===== config.mk =====
export PLATFORM = sky130hd
export DESIGN_NAME = core_pipe_ctrl_flat
export DESIGN_NICKNAME = d
export VERILOG_FILES = /design/src/rtl/core_pipe_pkg.sv /design/src/rtl/core_pipe_ctrl_if.sv /design/src/rtl/core_scoreboard.sv /design/src/rtl/core_pipe_ctrl.sv /design/src/flat_wrapper.sv
export SDC_FILE = /design/constraint.sdc
export NUM_CORES = 1
export LEC_CHECK = 0
export BUFFER_PORTS_ARGS = -buffer_cell sky130_fd_sc_hd__buf_2
export CAP_MARGIN = 20
export CORE_UTILIZATION = 40
export CTS_BUF_LIST = sky130_fd_sc_hd__clkbuf_8
export DETAILED_ROUTE_END_ITERATION = 10
export GPL_TIMING_DRIVEN = 0
export SLEW_MARGIN = 5
export SYNTH_ARGS = -nofsm -noshare
export SYNTH_HDL_FRONTEND = slang
export SYNTH_HIERARCHICAL = 1
export SYNTH_SLANG_ARGS = --single-unit

===== constraint.sdc =====
create_clock -name CLK -period 3.28 [get_ports CLK]
set_input_delay 0.164 -clock CLK [delete_from_list [all_inputs] [get_ports CLK]]
set_output_delay 0.164 -clock CLK [all_outputs]
set_load 0.05 [all_outputs]

===== src/rtl/core_pipe_pkg.sv =====
// ---------------------------------------------------------------------------
// core_pipe_pkg
// Shared definitions for the RV32I pipeline sequencing controller:
// controller state encoding, the x0 register number and counter widths.
// ---------------------------------------------------------------------------
package core_pipe_pkg;

    typedef enum logic [1:0] {
        ST_RUN     = 2'd0,
        ST_FLUSH   = 2'd1,
        ST_IO_WAIT = 2'd2
    } state_t;

    localparam logic [4:0] REG_ZERO    = 5'd0;
    localparam int         FLUSH_CNT_W = 4;
    localparam int         IO_CNT_W    = 16;

endpackage


===== src/rtl/core_pipe_ctrl_if.sv =====
// ---------------------------------------------------------------------------
// core_pipe_ctrl_if
// Bundles the decode/EX/writeback/IO-port signals seen by core_pipe_ctrl.
//   master : pipeline side, drives ID_*, BR_TAKEN, WB_*, IO_ACK
//   slave  : the controller, drives ISSUE, STALL, FLUSH, IO_REQ,
//            IO_TIMEOUT and BUSY_MAP
// ---------------------------------------------------------------------------
interface core_pipe_ctrl_if;

    logic        ID_VALID;
    logic [4:0]  ID_RS1;
    logic [4:0]  ID_RS2;
    logic [4:0]  ID_RD;
    logic        ID_LONG;
    logic        ID_IO;
    logic        BR_TAKEN;
    logic        WB_VALID;
    logic [4:0]  WB_RD;
    logic        IO_ACK;
    logic        ISSUE;
    logic        STALL;
    logic        FLUSH;
    logic        IO_REQ;
    logic        IO_TIMEOUT;
    logic [31:0] BUSY_MAP;

    modport master (
        output ID_VALID, ID_RS1, ID_RS2, ID_RD, ID_LONG, ID_IO,
        output BR_TAKEN, WB_VALID, WB_RD, IO_ACK,
        input  ISSUE, STALL, FLUSH, IO_REQ, IO_TIMEOUT, BUSY_MAP
    );

    modport slave (
        input  ID_VALID, ID_RS1, ID_RS2, ID_RD, ID_LONG, ID_IO,
        input  BR_TAKEN, WB_VALID, WB_RD, IO_ACK,
        output ISSUE, STALL, FLUSH, IO_REQ, IO_TIMEOUT, BUSY_MAP
    );

endinterface


===== src/rtl/core_scoreboard.sv =====
// ---------------------------------------------------------------------------
// core_scoreboard
// Pending-result bitmap for long-latency destinations (loads, IN).
//   CLK, RST_N      : clock, synchronous active-low reset
//   set_en/set_rd   : mark set_rd pending (wins over a same-cycle clear)
//   clr_en/clr_rd   : writeback clears clr_rd; also bypasses the hazard
//   kill_en/kill_rd : IO-timeout abort clears kill_rd (no bypass)
//   rd_valid        : the reading instruction is valid
//   rs1/rs2         : source registers to check
//   haz             : read-after-write hazard on rs1/rs2
//   map             : current bitmap (bit 0 always 0)
// ---------------------------------------------------------------------------
module core_scoreboard
    import core_pipe_pkg::*;
(
    input  logic        CLK,
    input  logic        RST_N,
    input  logic        set_en,
    input  logic [4:0]  set_rd,
    input  logic        clr_en,
    input  logic [4:0]  clr_rd,
    input  logic        kill_en,
    input  logic [4:0]  kill_rd,
    input  logic        rd_valid,
    input  logic [4:0]  rs1,
    input  logic [4:0]  rs2,
    output logic        haz,
    output logic [31:0] map
);

    logic [31:0] map_q;
    logic [31:0] map_d;
    logic [31:0] pend;
    logic [31:0] set_mask;
    logic [31:0] clr_mask;
    logic [31:0] kill_mask;

    assign set_mask  = (set_en  && set_rd  != REG_ZERO) ? (32'd1 << set_rd)  : 32'd0;
    assign clr_mask  = clr_en  ? (32'd1 << clr_rd)  : 32'd0;
    assign kill_mask = kill_en ? (32'd1 << kill_rd) : 32'd0;

    // A writeback in the same cycle is forwarded in EX, so it no longer blocks.
    assign pend = map_q & ~clr_mask;
    assign haz  = rd_valid & (((rs1 != REG_ZERO) & pend[rs1]) |
                              ((rs2 != REG_ZERO) & pend[rs2]));

    // Kept separate from the hazard logic: set_en depends on haz upstream.
    always_comb begin
        map_d    = (map_q & ~clr_mask & ~kill_mask) | set_mask;
        map_d[0] = 1'b0;
    end

    // NOTE: the bitmap is plain flops, not a RAM, so it is reset like any
    // other state register; sequential state is always written with <=.
    always_ff @(posedge CLK) begin
        if (!RST_N) map_q <= '0;
        else        map_q <= map_d;
    end

    assign map = map_q;

endmodule


===== src/rtl/core_pipe_ctrl.sv =====
// ---------------------------------------------------------------------------
// core_pipe_ctrl
// Pipeline sequencing controller between decode and execute: decides each
// cycle whether the decoded instruction issues, stalls on RAW hazards
// against pending long-latency results, flushes IF/ID after taken branches
// and runs the IN/OUT request/acknowledge handshake with timeout.
//   CLK, RST_N : clock, synchronous active-low reset
//   bus        : core_pipe_ctrl_if.slave (decode, EX, WB and IO signals)
// Parameters:
//   FLUSH_CYCLES   : cycles FLUSH is asserted after a taken branch (1..15)
//   IO_TIMEOUT_CYC : cycles IO_REQ waits for IO_ACK (1..65535)
// ---------------------------------------------------------------------------
module core_pipe_ctrl
    import core_pipe_pkg::*;
#(
    parameter int FLUSH_CYCLES   = 2,
    parameter int IO_TIMEOUT_CYC = 255
) (
    input  logic             CLK,
    input  logic             RST_N,
    core_pipe_ctrl_if.slave  bus
);

    localparam logic [FLUSH_CNT_W-1:0] FLUSH_LOAD = FLUSH_CNT_W'(FLUSH_CYCLES - 1);
    localparam logic [IO_CNT_W-1:0]    IO_LAST    = IO_CNT_W'(IO_TIMEOUT_CYC - 1);

    state_t                 state_q, state_d;
    logic [FLUSH_CNT_W-1:0] fcnt_q, fcnt_d;
    logic [IO_CNT_W-1:0]    iocnt_q, iocnt_d;
    logic                   io_req_q, io_req_d;
    logic                   io_to_q, io_to_d;
    logic [4:0]             io_rd_q, io_rd_d;

    logic        haz;
    logic        issue;
    logic        stall;
    logic        flush;
    logic        kill_en;
    logic [31:0] map;

    core_scoreboard u_scoreboard (
        .CLK      (CLK),
        .RST_N    (RST_N),
        .set_en   (issue & bus.ID_LONG),
        .set_rd   (bus.ID_RD),
        .clr_en   (bus.WB_VALID),
        .clr_rd   (bus.WB_RD),
        .kill_en  (kill_en),
        .kill_rd  (io_rd_q),
        .rd_valid (bus.ID_VALID),
        .rs1      (bus.ID_RS1),
        .rs2      (bus.ID_RS2),
        .haz      (haz),
        .map      (map)
    );

    // NOTE: every signal written here gets a default first so no path
    // through the case leaves one unassigned (which would infer a latch).
    always_comb begin
        state_d  = state_q;
        fcnt_d   = fcnt_q;
        iocnt_d  = iocnt_q;
        io_req_d = io_req_q;
        io_to_d  = 1'b0;
        io_rd_d  = io_rd_q;
        issue    = 1'b0;
        stall    = 1'b0;
        flush    = 1'b0;
        kill_en  = 1'b0;

        unique case (state_q)
            ST_RUN: begin
                if (bus.BR_TAKEN) begin
                    flush   = 1'b1;
                    fcnt_d  = FLUSH_LOAD;
                    state_d = (FLUSH_LOAD != '0) ? ST_FLUSH : ST_RUN;
                end else begin
                    issue = bus.ID_VALID & ~haz;
                    stall = haz;
                    if (issue && bus.ID_IO) begin
                        state_d  = ST_IO_WAIT;
                        io_req_d = 1'b1;
                        iocnt_d  = '0;
                        // Only IN has a destination the abort path must release.
                        io_rd_d  = bus.ID_LONG ? bus.ID_RD : REG_ZERO;
                    end
                end
            end

            ST_FLUSH: begin
                // The branch cycle itself was the first flush cycle, so leave
                // once the counter decrements to zero.
                flush = 1'b1;
                if (fcnt_q <= FLUSH_CNT_W'(1)) begin
                    fcnt_d  = '0;
                    state_d = ST_RUN;
                end else begin
                    fcnt_d = fcnt_q - FLUSH_CNT_W'(1);
                end
            end

            ST_IO_WAIT: begin
                stall = 1'b1;
                if (bus.IO_ACK) begin
                    io_req_d = 1'b0;
                    state_d  = ST_RUN;
                end else if (iocnt_q == IO_LAST) begin
                    io_to_d  = 1'b1;
                    io_req_d = 1'b0;
                    kill_en  = 1'b1;
                    state_d  = ST_RUN;
                end else if (iocnt_q != '1) begin
                    iocnt_d = iocnt_q + IO_CNT_W'(1);
                end
            end

            default: state_d = ST_RUN;
        endcase

        if (!RST_N) begin
            issue   = 1'b0;
            stall   = 1'b0;
            flush   = 1'b0;
            kill_en = 1'b0;
        end
    end

    always_ff @(posedge CLK) begin
        if (!RST_N) begin
            state_q  <= ST_RUN;
            fcnt_q   <= '0;
            iocnt_q  <= '0;
            io_req_q <= 1'b0;
            io_to_q  <= 1'b0;
            io_rd_q  <= REG_ZERO;
        end else begin
            state_q  <= state_d;
            fcnt_q   <= fcnt_d;
            iocnt_q  <= iocnt_d;
            io_req_q <= io_req_d;
            io_to_q  <= io_to_d;
            io_rd_q  <= io_rd_d;
        end
    end

    assign bus.ISSUE      = issue;
    assign bus.STALL      = stall;
    assign bus.FLUSH      = flush;
    assign bus.IO_REQ     = io_req_q;
    assign bus.IO_TIMEOUT = io_to_q;
    assign bus.BUSY_MAP   = map;

endmodule


===== src/flat_wrapper.sv =====
// flat-port wrapper written by rule: the top's interface ports become plain ports
module core_pipe_ctrl_flat import core_pipe_pkg::*;
#(
    parameter int FLUSH_CYCLES   = 2,
    parameter int IO_TIMEOUT_CYC = 255
)
  (CLK, RST_N, bus_ID_VALID, bus_ID_RS1, bus_ID_RS2, bus_ID_RD, bus_ID_LONG, bus_ID_IO, bus_BR_TAKEN, bus_WB_VALID, bus_WB_RD, bus_IO_ACK, bus_ISSUE, bus_STALL, bus_FLUSH, bus_IO_REQ, bus_IO_TIMEOUT, bus_BUSY_MAP);
  core_pipe_ctrl_if bus_i ();
  input  logic CLK;
  input  logic RST_N;
  input wire logic [$bits(bus_i.ID_VALID)-1:0] bus_ID_VALID;
  input wire logic [$bits(bus_i.ID_RS1)-1:0] bus_ID_RS1;
  input wire logic [$bits(bus_i.ID_RS2)-1:0] bus_ID_RS2;
  input wire logic [$bits(bus_i.ID_RD)-1:0] bus_ID_RD;
  input wire logic [$bits(bus_i.ID_LONG)-1:0] bus_ID_LONG;
  input wire logic [$bits(bus_i.ID_IO)-1:0] bus_ID_IO;
  input wire logic [$bits(bus_i.BR_TAKEN)-1:0] bus_BR_TAKEN;
  input wire logic [$bits(bus_i.WB_VALID)-1:0] bus_WB_VALID;
  input wire logic [$bits(bus_i.WB_RD)-1:0] bus_WB_RD;
  input wire logic [$bits(bus_i.IO_ACK)-1:0] bus_IO_ACK;
  output wire logic [$bits(bus_i.ISSUE)-1:0] bus_ISSUE;
  output wire logic [$bits(bus_i.STALL)-1:0] bus_STALL;
  output wire logic [$bits(bus_i.FLUSH)-1:0] bus_FLUSH;
  output wire logic [$bits(bus_i.IO_REQ)-1:0] bus_IO_REQ;
  output wire logic [$bits(bus_i.IO_TIMEOUT)-1:0] bus_IO_TIMEOUT;
  output wire logic [$bits(bus_i.BUSY_MAP)-1:0] bus_BUSY_MAP;
  assign bus_i.ID_VALID = bus_ID_VALID;
  assign bus_i.ID_RS1 = bus_ID_RS1;
  assign bus_i.ID_RS2 = bus_ID_RS2;
  assign bus_i.ID_RD = bus_ID_RD;
  assign bus_i.ID_LONG = bus_ID_LONG;
  assign bus_i.ID_IO = bus_ID_IO;
  assign bus_i.BR_TAKEN = bus_BR_TAKEN;
  assign bus_i.WB_VALID = bus_WB_VALID;
  assign bus_i.WB_RD = bus_WB_RD;
  assign bus_i.IO_ACK = bus_IO_ACK;
  assign bus_ISSUE = bus_i.ISSUE;
  assign bus_STALL = bus_i.STALL;
  assign bus_FLUSH = bus_i.FLUSH;
  assign bus_IO_REQ = bus_i.IO_REQ;
  assign bus_IO_TIMEOUT = bus_i.IO_TIMEOUT;
  assign bus_BUSY_MAP = bus_i.BUSY_MAP;
  core_pipe_ctrl #(.FLUSH_CYCLES(FLUSH_CYCLES), .IO_TIMEOUT_CYC(IO_TIMEOUT_CYC)) u_core (.CLK(CLK), .RST_N(RST_N), .bus(bus_i));
endmodule

## Word level (Yosys, flattened, before mapping)

Index checks and enable logic that the tools add are counted.

| word-level totals | value |
|---|---|
| bits in registers | 61 |
| input bits | 28 |
| output and inout bits | 37 |
| word-level logic and storage cells | 96 |

| cells by class | value |
|---|---|
| $add $sub $neg | 2 |
| magnitude comparators | 3 |
| equality and inequality tests | 13 |
| shift-type cells | 3 |
| mux-type cells | 41 |
| bitwise logic cells | 13 |
| reductions and logical operators | 13 |

Operators with widths:

| kind | count |
|---|---|
| $mux 32 | 3 |
| $shl 1x5->32 const A | 3 |
| $mux 16 | 5 |
| $and 32x32->32 | 2 |
| $not 32->32 | 2 |
| $or 32x32->32 | 1 |
| $pmux 16 s2 | 1 |
| $mux 1 | 17 |
| $add 16x1->16 const B | 1 |
| $eq 16x8->1 const B | 1 |
| $ne 16x16->1 const B | 1 |
| $reduce_bool 5->1 | 3 |
| $lt 5x6->1 const B | 2 |
| $bmux 1 s5 | 2 |
| $mux 2 | 5 |
| $mux 4 | 2 |
| $ne 2x2->1 const B | 4 |
| $pmux 4 s2 | 1 |
| $ne 2x1->1 const B | 3 |
| $ne 3x2->1 const B | 2 |
| $pmux 1 s2 | 3 |
| $pmux 2 s3 | 1 |
| $reduce_and 3->1 | 2 |
| $reduce_and 6->1 | 1 |
| other kinds (13) | 20 |

## Logic depth before layout (Yosys ltp)

Gate-level depths: netlist (run 1).

| logic depth | value |
|---|---|
| word-level depth | 18 |
| gate-level depth with buffers | 17 |

## Hierarchy

The synthesis (run 1) kept the hierarchy.

By module, submodules not included:

| module | instances | cells an instance | area an instance (µm²) | seq. area each (µm²) |
|---|---|---|---|---|
| core_scoreboard | 1 | 351 | 2657.5 | 620.6 |
| core_pipe_ctrl | 1 | 198 | 1612.8 | 580.6 |

## Least setup slack after synthesis (run 1)

OpenSTA, ideal clock, no wires.

| timing path | value |
|---|---|
| path kind | input port to flip-flop |
| start | input port bus_WB_RD[3] |
| end | register u_core.u_scoreboard.map_q[29] (netlist: u_core/u_scoreboard/map[29]) |
| arrival time | 3077 ps |
| required time | 3221 ps |
| path slack | 143 ps |
| cell stages on the path | 16 |
| buffers on the path | 1 |
| cells stage by stage | buf_6 -> or4b_4 -> o21ai_2 -> mux2_1 -> o22ai_1 -> o21ai_1 -> and3_1 -> a41oi_2 -> nor2_1 -> and4_1 -> and2_1 -> nand2_1 -> nor2_1 -> nand2_1 -> o22ai_1 -> and2_1 |

| between the ends | value |
|---|---|
| longest elaborated chain between the ends | 18 |

Ends and longest elaborated chain:

| item | line | source |
|---|---|---|
| from (decl) | flat_wrapper.sv:19 | `input wire logic [$bits(bus_i.WB_RD)-1:0] bus_WB_RD;` |
| $shl 1x5->32 (*) | core_scoreboard.sv:39 | `assign clr_mask = clr_en ? (32'd1 << clr_rd) : 32'd0;` |
| $mux 32 (*) | core_scoreboard.sv:39 |  |
| $not 32->32 (*) | core_scoreboard.sv:43 | `assign pend = map_q & ~clr_mask;` |
| $and 32x32->32 (*) | core_scoreboard.sv:43 |  |
| $bmux 1 s5, on equally long branches | core_scoreboard.sv:44, core_scoreboard.sv:45 |  |
| $mux 1, on equally long branches | core_scoreboard.sv:44, core_scoreboard.sv:45 |  |
| $and 1x1->1, on equally long branches | core_scoreboard.sv:44, core_scoreboard.sv:45 |  |
| $or 1x1->1 (*) | core_scoreboard.sv:44 | `assign haz = rd_valid & (((rs1 != REG_ZERO) & pend[rs1]) \|` |
| (+1 left out) | -- |  |
| via u_core.haz | core_pipe_ctrl.sv:34 | `logic haz;` |
| (+2 left out) | -- |  |
| $mux 1 (*) | core_pipe_ctrl.sv:73 | `if (bus.BR_TAKEN) begin` |
| $mux 1 (*) | core_pipe_ctrl.sv:71 | `unique case (state_q)` |
| $mux 1 (*) | core_pipe_ctrl.sv:120 | `if (!RST_N) begin` |
| via bus_ISSUE | flat_wrapper.sv:21 | `output wire logic [$bits(bus_i.ISSUE)-1:0] bus_ISSUE;` |
| $and 1x1->1 (*) | core_pipe_ctrl.sv:44 | `.set_en (issue & bus.ID_LONG),` |
| $logic_and 1x1->1 (*) | core_scoreboard.sv:38 | `assign set_mask = (set_en && set_rd != REG_ZERO) ? (32'd1 << set_rd) : 32'd0;` |
| $mux 32 (*) | core_scoreboard.sv:38 |  |
| $or 32x32->32 (*) | core_scoreboard.sv:49 | `map_d = (map_q & ~clr_mask & ~kill_mask) \| set_mask;` |
| to (signal assigned) | core_scoreboard.sv:57 | `else map_q <= map_d;` |
| to (decl) | core_scoreboard.sv:31 | `logic [31:0] map_q;` |

The timed path passes the listed nets; every way through them passes the cells marked *. The select of a mux whose other input is x is not followed.
A chain may end at the register's enable or synchronous reset.

## Worst setup path after layout (run 1)

| timing path | value |
|---|---|
| start | input port bus_WB_RD[2] |
| end | register u_core.u_scoreboard.map_q[13] (netlist: u_core/u_scoreboard/map[13]) |

| between the ends | value |
|---|---|
| longest elaborated chain between the ends | 18 |

Ends and longest elaborated chain:

| item | line | source |
|---|---|---|
| $shl 1x5->32 (*) | core_scoreboard.sv:39 |  |
| $mux 32 (*) | core_scoreboard.sv:39 |  |
| $not 32->32 (*) | core_scoreboard.sv:43 |  |
| $and 32x32->32 (*) | core_scoreboard.sv:43 |  |
| $bmux 1 s5, on equally long branches | core_scoreboard.sv:44, core_scoreboard.sv:45 |  |
| $mux 1, on equally long branches | core_scoreboard.sv:44, core_scoreboard.sv:45 |  |
| $and 1x1->1, on equally long branches | core_scoreboard.sv:44, core_scoreboard.sv:45 |  |
| $or 1x1->1 (*) | core_scoreboard.sv:44 |  |
| (+1 left out) | -- |  |
| via u_core.haz | core_pipe_ctrl.sv:34 |  |
| (+1 left out) | -- |  |
| $and 1x1->1 (*) | core_pipe_ctrl.sv:78 | `issue = bus.ID_VALID & ~haz;` |
| $mux 1 (*) | core_pipe_ctrl.sv:73 |  |
| $mux 1 (*) | core_pipe_ctrl.sv:71 |  |
| $mux 1 (*) | core_pipe_ctrl.sv:120 |  |
| $and 1x1->1 (*) | core_pipe_ctrl.sv:44 |  |
| $logic_and 1x1->1 (*) | core_scoreboard.sv:38 |  |
| $mux 32 (*) | core_scoreboard.sv:38 |  |
| $or 32x32->32 (*) | core_scoreboard.sv:49 |  |

Marks and branches as above.

==> run metrics, run 1 <==
syn_nets=581; Detail Placement HPWL=11.09 mm; # diodes=0; Netlist Area Pre-Place=4270 µm²; Avg Cell Area, Syn=7.778 µm²; total of max-cap violations=0; Starting Density=0.4136; first-pass GRT wire length=22.61 mm; port buffer count=59; fin crit share=0.9557; Routed WL=14.48 mm; Avg WL per Cell=19.03 µm; Net Sw Power=476.1 µW; largest net degree at the start of global routing=11; die height=105.3 µm; area delta synth->final=17.73%; setup violators final=0; pwr dens=321.4 nW/µm²; Post-synth EDFFs=0; Reg clk slew, reported paths=70 ps; Die Area=11,090 µm²; Slew HR=0.4242; Logic pwr share=0.166; status=completed; Worst-Margin Slew=852.8 ps; TritonCTS clock tree=built; critical path endpoint category=register; CTS hold repair buffers=0; Crit path required time=3550 ps; initial DRC count=456; Netlist cell types=81; Peak VDD IR=0.1990 mV; worst setup path category=input pin to register; Post-synth ARST share=0; global route overflow=0; Setup Skew=12.12 ps; worst hold-check path type=input pin to register; Final Power=1.616 mW; YS warnings=6; Clock Path Buffers=2; commonest non-fill, non-tap cell in the layout=buf_2; core area=10,320 µm²; nets@finish=653; Sw Share=0.2946; synthesized flop and latch total=60; register area share after synthesis=0.2813; Top Ports=65; endpoints failing hold=0; vias in the first global route=4,261; layout cells sized above 1=0.2240; H-tree depth=3; Reg power frac=0.462; clock share of power=0.371; Die Wd=105.3 µm; DRC violations left=0; First-pass DRT Iterations=5; # placed instances=744; max-slew violation count=0; Crit path arrival time=3400 ps; CP Max Fanout=10; Final GP Congestion=0.9779; later-pin clock latency in the skew report=330 ps; CTS sink cnt=60; Antenna Nets Post-Route=0; vias per inst=6.028; Vias=4,587; most frequent cells in the layout=65 x buf_2, 60 x dfxtp_1, 48 x a21oi_1, 44 x nand2_1, 36 x nor2_1; GRT Util Overall=0.2617; Num CTS Buffers=9; synthesized netlist cell count=549; Lkg Pwr=1.842 nW; Core Rows=37; worst hold slack=97.35 ps; Layout Cells excl Fill=761; maximum achievable frequency=0.3190 GHz; crit path time final=3135 ps; Synth Flop Type=dfxtp_1; initial antenna violation count=0; root buffer cell=clkbuf_8; Internal Pwr Total=1.140 mW; CP Launch Type=input pin
## layout make-up
type | count | area (µm²)
well taps | 136 | 170.2
fillers | 1038 | 5296
clock inverters | 4 | 25.02
repair buffers | 61 | 310.3
clock buffers | 11 | 151.4
inverters | 14 | 52.55
multi-input cells | 434 | 2858
flip-flops and latches | 60 | 1201
plain buffers | 41 | 259.0
## flip-flops by register name (all words and copies together) (netlist names)
register                 count
u_core/fcnt_q                4
u_core/iocnt_q              16
u_core/bus.IO_REQ            1
u_core/state_q               2
u_core/u_scoreboard/map     31
u_core/io_rd_q               5
u_core/bus.IO_TIMEOUT        1
## critical path: stages
cell	delay, ps
buf_2	110
buf_4	180
nand4bb_1	270
o21ai_1	480
mux2_2	250
nand3_1	70
nand4b_1	100
and3_1	160
a41oi_2	190
nor2_1	200
and4_1	230
and2_1	170
nand2b_1	140
nor2_2	270
and2_1	200
a21oi_1	70
nor2b_1	120
## synthesized netlist by cell type, types with 4 or more instances
library cell / instances / area share
a21boi_0: 6 / 0.011
a21oi_1: 48 / 0.056
a31oi_1: 14 / 0.021
a32oi_1: 6 / 0.012
and2_1: 8 / 0.012
and3_1: 6 / 0.0088
and4_1: 4 / 0.0082
buf_2: 7 / 0.0082
buf_4: 6 / 0.011
buf_6: 6 / 0.016
clkbuf_1: 19 / 0.017
dfxtp_1: 60 / 0.28
ha_1: 4 / 0.012
inv_1: 13 / 0.011
mux2_2: 5 / 0.013
mux2i_1: 9 / 0.021
nand2_1: 44 / 0.039
nand2b_1: 8 / 0.012
nand3_1: 26 / 0.030
nand3b_1: 4 / 0.0070
nand4_1: 8 / 0.012
nand4b_1: 6 / 0.012
nor2_1: 38 / 0.033
nor2b_1: 28 / 0.041
nor3_1: 12 / 0.014
nor3b_1: 4 / 0.0070
nor4_1: 4 / 0.0059
o2111ai_1: 4 / 0.0082
o211ai_1: 6 / 0.011
o21a_1: 9 / 0.016
o21ai_0: 27 / 0.032
o21ai_1: 17 / 0.020
o22ai_1: 4 / 0.0059
or4_1: 5 / 0.0088
## per-stage QoR
stage	setup TNS, ps	setup WS [ps]	instance area [µm²]	utilization
after floorplan	0	143.5	4270	-
after global placement	-8910	-353.7	4736	0.4587
after detailed placement	-7977	-332.6	4736	0.4587
after CTS	0	15.96	4918	0.4764
after global routing	-16.57	-14.73	5027	0.4870
final	0	145.4	5027	0.4870
## what timing repair did
action | 4_1_cts | 5_1_grt
endpoints found under the setup margin | 3 | 46
setup buffers | 0 | 2
pin swaps | 0 | 2
endpoints found under the hold margin | 0 | 0
resized for setup | 1 | 24
## layer usage
metal,vias to the layer above,GRT usage,routed length (µm)
met5,-,0,0
met4,0,0.1147,555
met3,39,0.05009,1068
met2,198,0.4375,6886
met1,2155,0.3261,5973
li1,2195,-,-
## path summary, 6_finish.rpt
kind / start / endpoint / slack (ps) / cells past startpoint
worst max-delay path: bus_WB_RD[2] / u_core/u_scoreboard/map[13] / 150 / 17
worst min register to register: u_core/io_rd_q[1] / u_core/io_rd_q[1] / 450 / 2
worst min-delay path: bus_IO_ACK / u_core/bus.IO_TIMEOUT / 100 / 2
worst max register to register: u_core/u_scoreboard/map[24] / u_core/u_scoreboard/map[13] / 270 / 14
## power by group through the flow
stage	registers, mW	logic, mW	clock network, mW
after floorplan	0.765	0.173	0
after global placement	0.763	0.252	0
after detailed placement	0.763	0.254	0
after CTS	0.746	0.255	0.613
after global routing	0.748	0.289	0.640
final	0.747	0.269	0.600
## kinds of logic after synthesis
group / Yosys count / share of synthesized area
compound gates: 178 / 0.2745
xor+xnor: 5 / 0.01026
buf+inv: 55 / 0.07178
other cells: 1 / 0.0008781
mux: 15 / 0.03692
fa+ha+maj: 4 / 0.01172
flops: 60 / 0.2813
simple gates: 231 / 0.3126
(Power assumes the default switching activity.)
==> run 2: changes to the inputs <==
- ABC_AREA: unset -> 1
==> run 2 against run 1 <==
Register-to-register slack improved by 230 ps. Critical path type unchanged. Die area rose by 1.8%. Final cell count rose by 25%. Sequential power barely moved.
==> run metrics, run 2 <==
CTS hold repair buffers=0 (unchanged); DRC violations left=0 (unchanged); Peak VDD IR=0.3568 mV (+79%); register area share after synthesis=0.2761 (-0.005177); Core Rows=37 (unchanged); commonest non-fill, non-tap cell in the layout=nand2_1; Die Area=11,300 µm² (+1.8%); crit path time final=2998 ps (-136.8 ps); RSZ-0062 raised after global routing=false; clock share of power=0.442 (+0.071); worst setup path category=input pin to register; combinational family with the most area after synthesis=simple AND/OR/NAND/NOR gates; crit path to=u_core/u_scoreboard/map[3]; initial DRC count=317 (-30%); CP Launch Type=input pin; setup bufs post-CTS=0 (unchanged); synthesized flop and latch total=60 (unchanged); Reg power frac=0.415 (-0.047); Final GP Congestion=0.9359 (-4.3%); total of max-cap violations=0 (unchanged); die height=106.3 µm (+0.92%); nets@finish=844 (+29%); critical path endpoint category=register; area share of the leading cell type in the synthesized netlist=0.2761 (-0.005177); largest net degree at the start of global routing=11 (unchanged); maximum achievable frequency=0.3336 GHz (+4.6%); H-tree depth=3 (unchanged); post-synthesis xor/xnor area fraction=0.004026 (-0.006228); Logic pwr share=0.143 (-0.023); Avg Cell Area, Syn=5.879 µm² (-24%); later-pin clock latency in the skew report=340 ps (about the same); vias per inst=5.353 (-11%); setup TNS=0 ps (unchanged); layout cells sized above 1=0.1432 (-0.08079); complex-gate fraction of the synthesized area=0.1536 (-0.1210); Antenna Nets Post-Route=0 (unchanged); Reg clk slew, reported paths=70 ps (about the same); status=completed; synthesized netlist cell count=740 (+35%); GRT Util Overall=0.2762 (+0.01454); Post-synth ARST share=0 (unchanged); top post-synthesis cells by area=dfxtp_1 28%, nand2_1 18%, nand3_1 12%; top post-synthesis cells by count=210 x nand2_1, 103 x nand3_1, 93 x nor2_1; root buffer cell=clkbuf_8; first-pass GRT wire length=24.02 mm (+6.2%); Post-synth EDFFs=0 (unchanged); Net Sw Power=488.5 µW (+2.6%); max FFs per register=31 (unchanged); Lkg Pwr=2.133 nW (+16%); # diodes=0 (unchanged); CTS sink cnt=60 (unchanged); Sw Share=0.2717 (-0.02286); cell taking the most area after synthesis=dfxtp_1; Synth Flop Type=dfxtp_1; max-slew violation count=0 (unchanged); worst hold-check path type=input pin to register; Worst R2R Path Depth=15 (+1); Final Power=1.798 mW (+11%); mux cell area share after synthesis=0 (-0.03692); global route overflow=0 (unchanged); Top Ports=65 (unchanged); pwr dens=354.9 nW/µm² (+10%); Vias=5,101 (+11%); TritonCTS clock tree=built; Worst-Margin Slew=599.3 ps (-253.6 ps); Adder-Cell Fraction of Synth Area=0.01150 (-0.0002157); Num CTS Buffers=9 (unchanged); initial antenna violation count=0 (unchanged); vias in the first global route=4,852 (+14%); area delta synth->final=16.42%; Internal Pwr Total=1.309 mW (+15%); YS warnings=6 (unchanged); Crit path required time=3550 ps (about the same); port buffer count=61 (+3.4%); most frequent cells in the layout=210 x nand2_1, 103 x nand3_1, 93 x nor2_1, 74 x inv_1, 67 x buf_2; Slew HR=0.6005 (+0.1763); Clock Path Buffers=2 (unchanged); Detail Placement HPWL=12.08 mm (+8.9%); endpoints failing hold=0 (unchanged); Die Wd=106.3 µm (+0.92%); Post-Synth Simple-Gate Area=0.4521 (+0.1395); Netlist Area Pre-Place=4350 µm² (+1.9%); core area=10,420 µm² (+0.90%); Crit path arrival time=3270 ps (-130 ps); CP Max Fanout=10 (unchanged); post-cts resize count=0 (-1); First-pass DRT Iterations=5 (unchanged); Starting Density=0.4177 (+0.004011); syn_nets=772 (+33%); fin crit share=0.9140 (-0.04170); setup violators final=0 (unchanged); CP startpoint=bus_WB_RD[4]; count leader, synth=nand2_1; Netlist cell types=40 (-51%); RR Endpoint=u_core/u_scoreboard/map[3]; Setup Skew=6.648 ps (-5.475 ps); reg2reg setup slack=500 ps (+230 ps); Avg WL per Cell=15.90 µm (-16%); FF-to-FF Start=u_core/u_scoreboard/map[7]; Routed WL=15.15 mm (+4.6%)
-- run 2: changes by cell type in the layout (fill, tap and decap cells not counted), sizes merged, moves of 8 or more --
cell	before	now
nand2	45	215
nand3	28	107
inv	13	79
nor2	40	101
nor2b	28	0
o21ai	47	23
a21oi	48	63
a31oi	14	1
clkbuf	34	21
mux2i	9	0
nand2b	9	0
o21a	9	0
o211ai	6	14
-- run 2: how the worst min path moves through the flow --
stage / from / to / depth (start not counted)
floorplan: bus_IO_ACK / u_core/bus.IO_TIMEOUT / 1
global placement: bus_IO_ACK / u_core/bus.IO_TIMEOUT / 2
detailed placement: bus_IO_ACK / u_core/bus.IO_TIMEOUT / 2
CTS: bus_IO_ACK / u_core/bus.IO_TIMEOUT / 2
global route: bus_IO_ACK / u_core/bus.IO_TIMEOUT / 2
finish: bus_IO_ACK / u_core/bus.IO_TIMEOUT / 2
-- run 2: cell type report --
cell class	count	area, µm²
Clock buffer	9	123.9
Sequential cell	60	1201
Inverter	79	296.5
Fill cell	1175	5351
Buffer	26	146.4
Multi-Input combinational cell	575	2713
Clock inverter	7	108.9
Timing Repair Buffer	61	305.3
Tap cell	136	170.2
-- run 2: cells by family (layout without fill, tap and decap cells) --
logic type | after synthesis | count (layout)
DFF | 60 | 60
other | 1 | 1
buffers and inverters | 105 | 182
xor gates and xnor gates | 2 | 2
AOI/OAI and AO/OA | 116 | 116
and+or+nand+nor | 452 | 452
adders and majority gates | 4 | 4
-- run 2: per-stage QoR --
step | instances | setup slack, ps | util | instance area, µm² | hold slack, ps
after CTS | 953 | 309.3 | 0.4862 | 5065 | 50.49
after global routing | 953 | 14.07 | 0.4862 | 5065 | 59.01
after global placement | 937 | -32.43 | 0.4639 | 4832 | 418.6
final | 953 | 282.2 | 0.4862 | 5065 | 69.61
after detailed placement | 937 | -38.07 | 0.4639 | 4832 | 426.5
after floorplan | 740 | 141.6 | - | 4357 | 264.5
-- run 2: worst max-delay path, cell delays in order --
cell     delay [ps]
buf_2           110
nor2_2          260
buf_2           290
nand2_1         160
nand3_1         110
nand3_1         150
nand3_1         130
nand2_1          60
nand2_1          50
nand3_1          60
nand2_1         160
a21oi_2         110
nor4_2          360
and2_1          330
nand2_1         110
nor2_1          380
nand2_1         110
a21oi_1         170
-- run 2: power by group through the flow --
| stage | Sequential [mW] | Clock [mW] | Combinational [mW] |
|---|---|---|---|
| floorplan | 0.763 | 0 | 0.168 |
| global placement | 0.762 | 0 | 0.253 |
| detailed placement | 0.762 | 0 | 0.255 |
| CTS | 0.745 | 0.812 | 0.256 |
| global route | 0.747 | 0.848 | 0.286 |
| finish | 0.746 | 0.794 | 0.258 |
-- run 2: routing by layer --
layer	up-vias	part of all wire	global-route usage
met2	198	0.49	0.4782
met1	2307	0.41	0.3247
met5	-	0	0
met4	0	0.036	0.1488
li1	2556	-	-
met3	40	0.062	0.04476
==> run 3: changes to the inputs <==
- PLACE_DENSITY: unset -> 0.63
==> run 3 against run 2 <==
Maximum frequency fell by 0.83%. Setup slack worse by 25 ps. Clock power fell by 25%. Routed wire length increased by 1.8%. Total power down 11%. Utilization is 0.59 points lower. Die area did not move. Critical path depth did not move. Global-route usage rose by 0.47 points. First-iteration DRC count grew 40%. Largest power group is now registers. Highest routed layer unchanged.
==> run metrics, run 3 (synthesized netlist as in run 2, its figures left out) <==
setup bufs post-CTS=0 (unchanged); Reg clk slew, reported paths=70 ps (about the same); initial antenna violation count=0 (unchanged); Peak VDD IR=0.2394 mV (-33%); placed cell area=4832 µm² (unchanged); Worst-Margin Slew=629.8 ps (+30.55 ps); most frequent CP cell=nand2_1; setup violators final=0 (unchanged); post-layout util=0.4804 (-0.005886); # diodes=0 (unchanged); CP Max Fanout=10 (unchanged); Crit path required time=3560 ps (about the same); largest net degree at the start of global routing=11 (unchanged); Setup Skew=9.234 ps (+2.587 ps); initial DRC count=445 (+40%); Die Wd=106.3 µm (unchanged); critical path endpoint category=register; port buffer count=61 (unchanged); first-pass GRT wire length=24.22 mm (+0.84%); Vias=5,188 (+1.7%); Top Ports=65 (unchanged); worst hold stages=2 (unchanged); later-pin clock latency in the skew report=360 ps (+20 ps); Starting Density=0.4177 (unchanged); status=completed; endpoints failing hold=0 (unchanged); Detail Placement HPWL=12.33 mm (+2.1%); fin crit share=0.9216 (+0.007633); Logic pwr share=0.162 (+0.019); Layout Cells excl Fill=953 (unchanged); Clock Path Buffers=2 (unchanged); DRC violations left=0 (unchanged); Avg WL per Cell=16.19 µm (+1.8%); TritonCTS clock tree=built; clock share of power=0.373 (-0.069); crit path time final=3023 ps (+25.04 ps); reg2reg setup slack=550 ps (+50 ps); vias per inst=5.444 (+1.7%); Crit path arrival time=3300 ps (+30 ps); commonest non-fill, non-tap cell in the layout=nand2_1; Slew HR=0.5763 (-0.02424); worst-path cell chain=buf_2 > buf_2 > nor3_1 > nand2_1 > nand3_1 > nand3_1 > nand3_1 > nand3_1 > nand2_1 > nand2_1 > nand2_1 > a21oi_2 > nor4_2 > and2_1 > nand2_1 > nor2_2 > nand2_1 > a21oi_1; H-tree depth=3 (unchanged); Antenna Nets Post-Route=0 (unchanged); Net Sw Power=502.2 µW (+2.8%); setup TNS=0 ps (unchanged); Final GP Congestion=0.9562 (+2.2%); Core Rows=37 (unchanged); # placed instances=937 (unchanged); Sw Share=0.3136 (+0.04189); Routed WL=15.43 mm (+1.8%); core area=10,420 µm² (unchanged); most frequent cells in the layout=210 x nand2_1, 103 x nand3_1, 92 x nor2_1, 72 x inv_1, 67 x buf_2; worst setup path category=input pin to register; nets@finish=844 (unchanged); crit-path leading delay family=simple AND/OR/NAND/NOR gates; layout cells sized above 1=0.1469 (+0.003672); Final Power=1.601 mW (-11%); area delta synth->final=15.01%; Reg power frac=0.465 (+0.050); slowest cell on the critical path=nor3_1; max FFs per register=31 (unchanged); RSZ-0062 raised after global routing=false; die height=106.3 µm (unchanged); CTS sink cnt=60 (unchanged); total of max-cap violations=0 (unchanged); maximum achievable frequency=0.3308 GHz (-0.83%); First-pass DRT Iterations=7 (+2); Worst R2R Path Depth=16 (+1); max-slew violation count=0 (unchanged); dpl ws=-136.3 ps (-98.27 ps); Critical path buffers and inverters=2 (unchanged); post-route cell area=5004 µm² (-1.2%); GRT Util Overall=0.2809 (+0.004740); global route overflow=0 (unchanged); Crit. path cell count=18 (unchanged); Internal Pwr Total=1.099 mW (-16%); setup slack after layout=257.2 ps (-25.04 ps); Lkg Pwr=2.102 nW (-1.4%); vias in the first global route=4,791 (-1.3%); CP Launch Type=input pin; Worst path max stage delay=470 ps (+90 ps); root buffer cell=clkbuf_8; Num CTS Buffers=9 (unchanged); fillers=1,146 (-2.5%); worst hold slack=55.19 ps (-14.43 ps); pwr dens=320.0 nW/µm² (-9.8%); Die Area=11,300 µm² (unchanged); worst hold-check path type=input pin to register
## run 3: cell count changes in the layout (fill, tap and decap cells not counted)
cell	change
nor2_2	+1
inv_1	-2
nor2_1	-1
clkinv_2	+4
bufinv_16	-3
clkbuf_8	+1
## run 3: worst paths after layout
check / from / to
max reg2reg: u_core/u_scoreboard/map[13] / u_core/u_scoreboard/map[2]
min reg2reg: u_core/bus.IO_REQ / u_core/bus.IO_REQ
max: bus_WB_RD[2] / u_core/u_scoreboard/map[2]
min: bus_IO_ACK / u_core/bus.IO_TIMEOUT
## run 3: area by class of cell
class,count,area [µm²],share of cell area
clock buffer,10,137.6,0.02751
inverter,79,296.5,0.05926
timing repair buffer,61,305.3,0.06102
buffer,26,146.4,0.02926
clock inverter,6,31.28,0.006252
multi-input combinational,575,2715,0.5426
sequential,60,1201,0.2401
tap,136,170.2,0.03401
## run 3: what timing repair did
item	CTS	global route
setup endpoints to repair	0	6
gates resized for setup	0	1
hold buffers	0	0
## run 3: power groups by stage
| stage | sequential [mW] | combinational [mW] | clock, mW |
|---|---|---|---|
| final | 0.745 | 0.259 | 0.597 |
| after global routing | 0.746 | 0.285 | 0.640 |
| after CTS | 0.745 | 0.255 | 0.607 |
| after global placement | 0.761 | 0.251 | 0 |
| after detailed placement | 0.761 | 0.253 | 0 |
| after floorplan | 0.763 | 0.168 | 0 |
## run 3: metal layers
metal / GRT usage / wire [µm] / vias to the layer above
met5: 0 / 0 / -
met2: 0.4731 / 7153 / 223
li1: - / - / 2563
met4: 0.1597 / 715 / 0
met1: 0.3391 / 6426 / 2359
met3: 0.04353 / 1134 / 43
